### src/rtl/shared_sram_arbiter_pkg.sv
// Shared definitions for the instruction/data SRAM arbiter: default sizing
// and the encoding of the read-return owner.
package shared_sram_arbiter_pkg;

    // Default memory word-address width (memory index = byte addr[ADDR_W+1:2]).
    localparam int DEF_ADDR_W     = 16;
    // Default number of consecutive data wins tolerated while a fetch waits.
    localparam int DEF_STARVE_MAX = 3;

    // Owner of the synchronous-read result arriving in the current cycle.
    typedef enum logic [1:0] {
        GNT_NONE = 2'd0,
        GNT_INST = 2'd1,
        GNT_DATA = 2'd2
    } gnt_e;

    // Counter width able to hold 0..max_val, never narrower than one bit.
    function automatic int cnt_width(input int max_val);
        return (max_val < 1) ? 1 : $clog2(max_val + 1);
    endfunction

endpackage

### src/rtl/shared_sram_arbiter_rdata_return.sv
// Read-return path: remembers who owns the in-flight read, steers the memory
// result to that port and keeps each port's last result stable in between.
module sram_rdata_return
    import shared_sram_arbiter_pkg::*;
(
    input  logic        clk,
    input  logic        reset,
    input  gnt_e        gnt_d,
    input  logic [31:0] mem_rdata,
    output logic [31:0] inst_sram_rdata,
    output logic [31:0] data_sram_rdata
);

    gnt_e        gnt_q;
    logic [31:0] inst_hold_q;
    logic [31:0] data_hold_q;

    // Track the returning read's owner and latch its data into that port's hold register.
    always_ff @(posedge clk) begin
        if (reset) begin
            gnt_q       <= GNT_NONE;
            inst_hold_q <= 32'd0;
            data_hold_q <= 32'd0;
        end else begin
            gnt_q <= gnt_d;
            if (gnt_q == GNT_INST) begin
                inst_hold_q <= mem_rdata;
            end
            if (gnt_q == GNT_DATA) begin
                data_hold_q <= mem_rdata;
            end
        end
    end

    // Live memory data in the return cycle, held data otherwise; forced to zero while in reset
    // so a read granted just before reset never leaks out.
    always_comb begin
        inst_sram_rdata = inst_hold_q;
        data_sram_rdata = data_hold_q;
        if (reset) begin
            inst_sram_rdata = 32'd0;
            data_sram_rdata = 32'd0;
        end else begin
            if (gnt_q == GNT_INST) begin
                inst_sram_rdata = mem_rdata;
            end
            if (gnt_q == GNT_DATA) begin
                data_sram_rdata = mem_rdata;
            end
        end
    end

endmodule

### src/rtl/shared_sram_arbiter.sv
// Arbitrates the CPU fetch and data SRAM ports onto one single-ported,
// synchronous-read memory. Data normally wins; a blocked fetch waits in a
// one-entry replay buffer and a saturating starvation counter eventually
// forces the fetch through.
module shared_sram_arbiter
    import shared_sram_arbiter_pkg::*;
#(
    parameter int ADDR_W     = DEF_ADDR_W,
    parameter int STARVE_MAX = DEF_STARVE_MAX
) (
    input  logic              clk,
    input  logic              reset,
    input  logic              inst_sram_en,
    input  logic [3:0]        inst_sram_we,
    input  logic [31:0]       inst_sram_addr,
    input  logic [31:0]       inst_sram_wdata,
    output logic [31:0]       inst_sram_rdata,
    input  logic              data_sram_en,
    input  logic [3:0]        data_sram_we,
    input  logic [31:0]       data_sram_addr,
    input  logic [31:0]       data_sram_wdata,
    output logic [31:0]       data_sram_rdata,
    output logic              is_if_read,
    output logic              mem_en,
    output logic [3:0]        mem_we,
    output logic [ADDR_W-1:0] mem_addr,
    output logic [31:0]       mem_wdata,
    input  logic [31:0]       mem_rdata
);

    localparam int CNT_W = cnt_width(STARVE_MAX);

    // The fetch port never writes, and address bits outside the word index are don't-care.
    logic unused_inputs;
    assign unused_inputs = ^{inst_sram_we, inst_sram_wdata,
                             inst_sram_addr[31:ADDR_W+2], inst_sram_addr[1:0],
                             data_sram_addr[31:ADDR_W+2], data_sram_addr[1:0]};

    logic              pend_valid_q, pend_valid_d;
    logic [ADDR_W-1:0] pend_addr_q, pend_addr_d;
    logic [CNT_W-1:0]  starve_q, starve_d;
    gnt_e              gnt_d;

    logic              fetch_vld;
    logic [ADDR_W-1:0] fetch_word;
    logic              fetch_win;
    logic              data_win;

    // Pick the fetch candidate (new request beats the replay entry), arbitrate, drive the
    // memory and work out the next replay/starvation/return-owner state.
    always_comb begin
        fetch_vld  = inst_sram_en | pend_valid_q;
        fetch_word = inst_sram_en ? inst_sram_addr[ADDR_W+1:2] : pend_addr_q;
        fetch_win  = fetch_vld & (~data_sram_en | (starve_q == CNT_W'(STARVE_MAX)));
        data_win   = data_sram_en & ~fetch_win;
        if (reset) begin
            fetch_win = 1'b0;
            data_win  = 1'b0;
        end

        mem_en     = fetch_win | data_win;
        mem_we     = data_win ? data_sram_we : 4'b0000;
        mem_addr   = data_win ? data_sram_addr[ADDR_W+1:2] : fetch_word;
        mem_wdata  = data_win ? data_sram_wdata : 32'd0;
        is_if_read = fetch_win;

        // Replay buffer: remember a blocked fetch, drop it once it is served.
        pend_valid_d = pend_valid_q;
        pend_addr_d  = pend_addr_q;
        if (fetch_win) begin
            pend_valid_d = 1'b0;
        end else if (fetch_vld) begin
            pend_valid_d = 1'b1;
            pend_addr_d  = fetch_word;
        end

        // Count data wins over a waiting fetch; any other outcome restarts the count.
        starve_d = '0;
        if (fetch_vld && data_win) begin
            starve_d = (starve_q == CNT_W'(STARVE_MAX)) ? starve_q : starve_q + 1'b1;
        end

        // Only reads produce a return next cycle; writes leave the owner empty.
        gnt_d = GNT_NONE;
        if (fetch_win) begin
            gnt_d = GNT_INST;
        end else if (data_win && (data_sram_we == 4'b0000)) begin
            gnt_d = GNT_DATA;
        end
    end

    // Arbitration state registers; reset discards any pending fetch.
    always_ff @(posedge clk) begin
        if (reset) begin
            pend_valid_q <= 1'b0;
            pend_addr_q  <= '0;
            starve_q     <= '0;
        end else begin
            pend_valid_q <= pend_valid_d;
            pend_addr_q  <= pend_addr_d;
            starve_q     <= starve_d;
        end
    end

    sram_rdata_return u_rdata_return (
        .clk             (clk),
        .reset           (reset),
        .gnt_d           (gnt_d),
        .mem_rdata       (mem_rdata),
        .inst_sram_rdata (inst_sram_rdata),
        .data_sram_rdata (data_sram_rdata)
    );

endmodule

### config.mk
export PLATFORM = sky130hd
export DESIGN_NAME = shared_sram_arbiter
export DESIGN_NICKNAME = d
export VERILOG_FILES = /design/src/rtl/shared_sram_arbiter_pkg.sv /design/src/rtl/shared_sram_arbiter_rdata_return.sv /design/src/rtl/shared_sram_arbiter.sv
export SDC_FILE = /design/constraint.sdc
export NUM_CORES = 1
export LEC_CHECK = 0
export BUFFER_PORTS_ARGS = -buffer_cell sky130_fd_sc_hd__buf_2
export CAP_MARGIN = 20
export CORE_AREA = 2 2 112 114
export DETAILED_ROUTE_END_ITERATION = 8
export DIE_AREA = 0 0 114 116
export PLACE_DENSITY = 0.71
export SYNTH_ARGS = -nofsm -noshare
export SYNTH_HDL_FRONTEND = slang
export SYNTH_SLANG_ARGS = --single-unit
export TNS_END_PERCENT = 30
### constraint.sdc
create_clock -name clk -period 1.91 [get_ports clk]
set_clock_uncertainty 0.2 [all_clocks]
set_input_delay 0.2865 -clock clk [delete_from_list [all_inputs] [get_ports clk]]
set_output_delay 0.2865 -clock clk [all_outputs]
set_load 0.01 [all_outputs]
# Word level (Yosys, flattened, before mapping)
# Cells that the tools add are included.
# op_classes
addsub,1
eq_ne,3
muxes,12
bitwise_logic,9
n_reduce_logical,6
# op_table
operator,n
2-to-1 mux 32 bit,5
2-to-1 mux 16 bit,2
== test 2 bit (second input constant),2
zero test 4 bit,1
2-to-1 mux 4 bit,1
inverter 1 bit,4
OR reduction 2 bit,2
2-to-1 mux 1 bit,3
OR 1 bit,3
adder 2 x 1 -> 2 bit (second input constant),1
AND 1 bit,2
== test 2 x 1 -> 1 bit (second input constant),1
logical AND 1 bit,2
2-to-1 mux 2 bit,1
AND reduction 2 bit,1
# totals
reg_bits,85
inputBits,172
output_inout_bits,118
wordCells,38

# Longest topological paths before layout
# Gate-level depths: netlist of the first run.
# logic_depth
word_depth,9
ltp_mapped,6

# Cells and area by module
# A second synthesis of the first run with hierarchy kept.
# unflattened
cells_unflattened,410
hier_area_um2,4112.7
# by_module_without_submodules
module,instances,cells_per_inst,area_per_inst_um2,seq_area_each_um2
sram_rdata_return,1,248,2702.6,1321.3
shared_sram_arbiter,1,162,1410.1,380.4

# Least setup slack after synthesis of the first run
# Ideal clock, no wire load.
# synth_timing
path_type,register -> output
startpoint,register starve_q[0]
endpoint,output port mem_addr[10]
t_arrival_ps,1315
required_time_ps,1424
path_slack_ps,108
path_stages_with_launch,7
n_path_buf,2
path_cell_list,dfxtp_1 > ha_1 > o21ai_2 > and3b_1 > buf_6 > buf_12 > mux2_4
# synth_between
elab_chain_len,7
# synth_rtl
element,line_no,source
start: declaration,shared_sram_arbiter.sv:41,"logic [CNT_W-1:0] starve_q, starve_d;"
start signal: assignment,shared_sram_arbiter.sv:101,starve_q <= starve_d;
== test 2 bit,shared_sram_arbiter.sv:54,fetch_win = fetch_vld & (~data_sram_en | (starve_q == CNT_W'(STARVE_MAX)));
OR 1 bit,shared_sram_arbiter.sv:54,
AND 1 bit,shared_sram_arbiter.sv:54,
inverter 1 bit,shared_sram_arbiter.sv:55,data_win = data_sram_en & ~fetch_win;
AND 1 bit,shared_sram_arbiter.sv:55,
2-to-1 mux 1 bit,shared_sram_arbiter.sv:56,if (reset) begin
2-to-1 mux 16 bit,shared_sram_arbiter.sv:63,mem_addr = data_win ? data_sram_addr[ADDR_W+1:2] : fetch_word;
end: declaration,shared_sram_arbiter.sv:26,"output logic [ADDR_W-1:0] mem_addr,"
# No other way between the ends.

# Final worst setup path of the first run
# layout_timing
startpoint,register starve_q[0]
endpoint,output port mem_addr[13]
# The elaborated chain is that of the path after synthesis.

==> flow_summary.json, run 1 <==
{
  "synth-edff-count": 0,
  "synth-async-reset-ratio": 0,
  "finalMaxSlewViolations": 0,
  "cp.required_ps": 1420,
  "drt-total-wl_um": 11690,
  "io_buffers": 221,
  "clock_latency_ps": 330,
  "arrival_ps": 1770,
  "synth_fp_nets": 619,
  "wl_per_cell_um": 14.03,
  "yosys.area_share.simple": 0.2569,
  "rsz0062_at_grt": "yes",
  "dieArea_um2": 13220,
  "synth_compound_area_frac": 0.1121,
  "p_comb_frac": 0.175,
  "failed_checks": "negative setup slack",
  "hold_viol_final": 0,
  "fin_tns_setup_ps": -19670,
  "grt_pass1_wl_um": 17380,
  "grtUsageTotal": 0.1661,
  "ys_seq_area_frac": 0.4664,
  "synth_mux_area_frac": 0.1111,
  "synth_top_family_by_area": "simple AND/OR/NAND/NOR gates",
  "path_class": "reg -> out",
  "fp-row-count": 40,
  "post-route-period-util": 1.179,
  "synth_top_area_frac": 0.4664,
  "max_freq_mhz": 444.0,
  "postRouteAntennaNets": 0,
  "syn_area_um2": 3648,
  "vias": 3796,
  "ys_ff_latch": 85,
  "synth_cell_types": 23,
  "grt-ovfl-total": 0,
  "dp_cells": 797,
  "hold_class": "in -> reg",
  "p_per_area_nw_per_um2": 700.0,
  "synthXorXnorAreaFrac": 0,
  "design_power_total_mw": 4.108,
  "cts_tree": "done",
  "cap_violations": 0,
  "synth_fa_ha_area_frac": 0.003429,
  "critPathLaunchType": "flip-flop",
  "switching_share": 0.2455,
  "layout_min_cycle_time_ps": 2252,
  "core_area_um2": 11910,
  "hold_ws_ps": 17.31,
  "p_leak_nw": 2.713,
  "grt_max_degree": 41,
  "start_util": 0.3063,
  "crit_fanout": 12,
  "syn-mean-instance-area_um2": 8.180,
  "syn2layout_area_growth_pct": 60.84,
  "power_frac_clock": 0.376,
  "tightestPinTransition_ps": 465.6,
  "antenna_found_initial": 0,
  "place_congestion": 0.8070,
  "internal_power_mw": 3.099,
  "design_area_um2": 5868,
  "synth_most_common_cell": "nand2_1",
  "io_pins": 290,
  "peakVddDrop_uv": 388.4,
  "synth_top_flop_cell": "dfxtp_1",
  "setup_violations": 118,
  "first_pass_iters": 4,
  "clock-sinks": 85,
  "vias_per_cell": 4.557,
  "die_h_um": 116,
  "preCtsSetupSlack_ps": -40.77,
  "drc_errors": 0,
  "fin_ws_ps": -342.5,
  "post_layout_nonfiller_instances": 833,
  "fin_nets": 854,
  "clk_pin_slew_worst_paths_ps": 60,
  "cts_buffers": 9,
  "hpwl_um": 7974,
  "status": "finished with violations",
  "grt_pass1_vias": 3719,
  "finish.utilization": 0.4926,
  "cts_max_level": 3,
  "slew_headroom": 0.6896,
  "synth_area_leaders": "dfxtp_1 47%, nand2_1 16%, a21oi_1 11%",
  "drive_gt1_frac": 0.4810,
  "die_w_um": 114,
  "endpoint_kind": "primary output",
  "cts-root-buf": "clkbuf_16",
  "diodes": 0,
  "drt_iter0_drc": 300,
  "placed_cell_area_um2": 4990,
  "netlist_instances": 446,
  "yosysWarnings": 0,
  "cts.path.max_buffers": 2,
  "p_switching_mw": 1.008,
  "yosys-top-cells-count": "160 x nand2_1, 85 x dfxtp_1, 80 x a21oi_1",
  "yosys.area.top_type": "dfxtp_1",
  "p_seq_frac": 0.448
}
worst max-delay path, stage by stage (launching register included):
cell and delay (ps):
dfxtp_2 330, ha_4 160, o21ai_2 50, and3b_2 280, buf_12 170, mux2_4 310, buf_6 120
final cells by class:
| class | count | area (um^2) |
|---|---|---|
| clock inverters | 5 | 27.53 |
| repair buffers | 258 | 1815 |
| multi-input cells | 327 | 1903 |
| fillers | 1169 | 6043 |
| flip-flops and latches | 85 | 1705 |
| well taps | 147 | 183.9 |
| clock buffers | 11 | 232.7 |
registers in the layout, summed over array words and instances, names as in the netlist:
register	cells
pend_addr_q	16
u_rdata_return.data_hold_q	32
u_rdata_return.gnt_q	2
u_rdata_return.inst_hold_q	32
pend_valid_q	1
starve_q	2
logic make-up (layout without fill, tap and decap cells):
kind of cell,Yosys count,count (layout)
flops,85,85
fa+ha+maj,1,1
compound gates,81,81
mux,32,32
simple gates,213,213
buf+inv,34,274
timing repair:
action                                 4_1_cts  5_1_grt
buffers inserted                             2        0
pin swaps                                    8        8
setup endpoints to repair                  118      118
hold buffers                                15        0
endpoints found under the hold margin       15        0
cloned                                       2        1
resized for setup                           39       42
cells in the final DEF (no fill, tap or decap), types with 3 or more instances in the layout:
cell type / instances
a21oi_2: 12
mux2_2: 16
a21oi_1: 68
buf_6: 37
buf_4: 11
mux2_4: 16
clkinv_2: 4
buf_2: 184
dlygate4sd3_1: 15
clkbuf_16: 10
nand2_1: 160
dfxtp_2: 3
and2_1: 20
and2_4: 18
buf_12: 8
dfxtp_1: 82
worst paths after layout:
kind                           start               to  slack (ps)  depth (start not counted)
setup reg to reg         starve_q[0]  pend_addr_q[13]         270                          7
setup / recovery         starve_q[0]     mem_addr[13]        -340                          6
hold reg to reg          starve_q[0]      starve_q[0]         240                          1
hold / removal    inst_sram_addr[15]  pend_addr_q[13]          20                          3
power groups by stage:
stage / clock, mW / sequential [mW] / combinational, mW
6_report: 1.55 / 1.84 / 0.721
3_5_place_dp: 0 / 1.88 / 0.572
3_3_place_gp: 0 / 1.88 / 0.566
5_1_grt: 1.68 / 1.85 / 0.778
4_1_cts: 1.60 / 1.84 / 0.678
2_1_floorplan: 0 / 1.87 / 0.303
routing by layer:
metal / part of all wire / vias up / wire (um) / track usage
li1: - / 1908 / - / -
met1: 0.40 / 1722 / 4718 / 0.1850
met2: 0.51 / 151 / 6004 / 0.3040
met3: 0.063 / 15 / 738 / 0.04027
met4: 0.019 / 0 / 226 / 0.06748
met5: 0 / - / 0 / 0
No activity file was read; power rests on OpenSTA's default activity.
==> run 2: changes to the inputs <==
--- a/config.mk
+++ b/config.mk
@@ -5,12 +5,13 @@
 export SDC_FILE = /design/constraint.sdc
 export NUM_CORES = 1
 export LEC_CHECK = 0
+export ABC_AREA = 1
 export BUFFER_PORTS_ARGS = -buffer_cell sky130_fd_sc_hd__buf_2
 export CAP_MARGIN = 20
 export CORE_AREA = 2 2 112 114
 export DETAILED_ROUTE_END_ITERATION = 8
 export DIE_AREA = 0 0 114 116
-export PLACE_DENSITY = 0.71
+export PLACE_DENSITY = 0.74
 export SYNTH_ARGS = -nofsm -noshare
 export SYNTH_HDL_FRONTEND = slang
 export SYNTH_SLANG_ARGS = --single-unit
==> flow_summary.json, run 2 <==
{
  "status": "finished with violations",
  "failed_checks": "negative setup slack",
  "hold_viol_final": 0,
  "yosys.area.top_type": "dfxtp_1",
  "antenna_found_initial": 1,
  "grt_pass1_vias": 3732,
  "fin_ws_ps": -224.9,
  "grt_max_degree": 47,
  "grtUsageTotal": 0.1800,
  "cts-root-buf": "clkbuf_16",
  "clock_latency_ps": 340,
  "finalMaxSlewViolations": 0,
  "hold_class": "in -> reg",
  "layout_min_cycle_time_ps": 2135,
  "drive_gt1_frac": 0.4052,
  "synth_most_common_cell": "nor2_1",
  "cts_buffers": 9,
  "wl_per_cell_um": 13.13,
  "cp_cell_sequence": "ha_4 > inv_4 > nand2_4 > nand2_4 > nand3_4 > buf_12 > buf_12 > nor2_4 > buf_6",
  "start_util": 0.3411,
  "vias_per_cell": 4.531,
  "cts_hold_buf": 0,
  "drt_iter0_drc": 200,
  "path_class": "reg -> out",
  "wl_met1_um": 5316,
  "drt-total-wl_um": 12950,
  "ys_seq_area_frac": 0.4188,
  "synth_top_area_frac": 0.4188,
  "first_pass_iters": 4,
  "clock-sinks": 85,
  "synth-async-reset-ratio": 0,
  "max_stage_delay_ps": 330,
  "design_area_um2": 6213,
  "synth_top_flop_cell": "dfxtp_1",
  "postRouteAntennaNets": 0,
  "wl_met3_um": 944,
  "netlist_instances": 607,
  "cts_tree": "done",
  "arrival_ps": 1650,
  "synth-edff-count": 0,
  "rsz0062_at_grt": "yes",
  "grt_pass1_wl_um": 18530,
  "diodes": 0,
  "layout_common_cells": "196 x buf_2, 134 x nor2_1, 99 x nand2_1",
  "slew_headroom": 0.8230,
  "hpwl_um": 8856,
  "yosysWarnings": 0,
  "die_h_um": 116,
  "fin_nets": 1007,
  "p_switching_mw": 1.226,
  "peakVddDrop_uv": 602.0,
  "cp.required_ps": 1420,
  "setup_violations": 57,
  "clk_pin_slew_worst_paths_ps": 60,
  "final_common_cell": "buf_2",
  "ys_ff_latch": 85,
  "vias": 4468,
  "synth_area_leaders": "dfxtp_1 42%, nor2_1 13%, nand2_1 11%",
  "internal_power_mw": 3.316,
  "io_buffers": 221,
  "finish.utilization": 0.5216,
  "p_comb_frac": 0.190,
  "fp-row-count": 40,
  "tightestPinTransition_ps": 262.7,
  "max_freq_mhz": 468.4,
  "post_layout_nonfiller_instances": 986,
  "syn-mean-instance-area_um2": 6.693,
  "p_per_area_nw_per_um2": 730.9,
  "cts_max_level": 3,
  "cpMaxStageDelayCell": "dfxtp_2",
  "dieArea_um2": 13220,
  "io_pins": 290,
  "placed_cell_area_um2": 5329,
  "wl_met2_um": 6457,
  "grt-ovfl-total": 0,
  "post-route-period-util": 1.118,
  "critPathLaunchType": "flip-flop",
  "die_w_um": 114,
  "place_congestion": 0.7805,
  "cts.path.max_buffers": 2,
  "p_seq_frac": 0.413,
  "core_area_um2": 11910,
  "synth_cell_types": 20,
  "drc_errors": 0,
  "yosys-top-cells-count": "139 x nor2_1, 115 x nand2_1, 90 x inv_1",
  "p_leak_nw": 3.501,
  "top_layer_used": "met4",
  "switching_share": 0.2699,
  "synth_fp_nets": 780,
  "syn2layout_area_growth_pct": 52.94,
  "top_regs": "u_rdata_return.data_hold_q x32, u_rdata_return.inst_hold_q x32, pend_addr_q x16",
  "endpoint_kind": "primary output",
  "crit_fanout": 8,
  "power_frac_clock": 0.397,
  "cap_violations": 0,
  "syn_area_um2": 4063,
  "dp_cells": 959
}
-- run 2: changes by cell type in the layout (fill, tap and decap cells not counted), moves of 17 or more --
cell / delta
and2_4: -18
o21ai_0: +75
nand4_1: +17
a21oi_1: -67
nor2_4: +22
nor2_1: +133
nand2_1: -61
inv_1: +86
and2_1: -20
-- run 2: final timing paths --
check                              endpoint  cells past startpoint  slack, ps          start
max reg2reg         u_rdata_return.gnt_q[1]                      9        390    starve_q[1]
min reg2reg                     starve_q[1]                      2        280    starve_q[1]
max                            mem_wdata[1]                      9       -220    starve_q[1]
min          u_rdata_return.inst_hold_q[17]                      3         20  mem_rdata[17]
-- run 2: metrics by stage --
| stage | worst slack [ps] | hold slack [ps] | TNS, ps | power (mW) |
|---|---|---|---|---|
| 2_1_floorplan | 192.4 | 158.9 | 0 | 2.333 |
| 3_3_place_gp | 64.45 | 248.6 | 0 | 2.622 |
| 3_5_place_dp | 50.04 | 261.5 | 0 | 2.634 |
| 4_1_cts | -239.7 | 8.516 | -11280 | 4.537 |
| 5_1_grt | -313.9 | 28.03 | -17560 | 4.755 |
| 6_report | -224.9 | 21.71 | -10160 | 4.541 |
-- run 2: layout make-up --
type,count,area (um^2)
flip-flops and latches,85,1707
clock inverters,5,56.30
fillers,1156,5698
inverters,93,359.1
multi-input cells,392,1964
repair buffers,253,1690
clock buffers,11,252.7
well taps,147,183.9
-- run 2: cell families (layout without fill, tap and decap cells) --
kind of cell / Yosys count / after routing / synth area share
buffers and inverters: 130 / 362 / 0.1466
DFF: 85 / 85 / 0.4188
and+or+nand+nor: 307 / 307 / 0.3243
xor gates and xnor gates: 1 / 1 / 0.002156
AOI/OAI and AO/OA: 83 / 83 / 0.1050
adders and majority gates: 1 / 1 / 0.003079
-- run 2: worst max-delay path, delay by kind of cell, from the launching register on --
family | cells | cell delay (ps)
flip-flops | 1 | 330
AND/OR/NAND/NOR | 4 | 320
buffers and inverters | 4 | 490
adder cells (fa/ha/maj) | 1 | 170
-- run 2: timing repair --
action / CTS / global route
setup buffers: 8 / 0
pin swaps: 6 / 17
endpoints found under the setup margin: 118 / 117
gates cloned: 3 / 1
resized for setup: 55 / 55
-- run 2: routing by layer --
layer,vias up,global-route usage
met5,-,0
met4,0,0.07967
met1,1973,0.2161
met3,19,0.03975
li1,2299,-
met2,177,0.3103
-- run 2: power groups by stage --
stage / clock, mW / sequential [mW] / combinational [mW]
floorplan: 0 / 1.91 / 0.426
global placement: 0 / 1.91 / 0.712
detailed placement: 0 / 1.91 / 0.721
CTS: 1.85 / 1.87 / 0.809
global route: 1.93 / 1.88 / 0.948
finish: 1.80 / 1.88 / 0.862
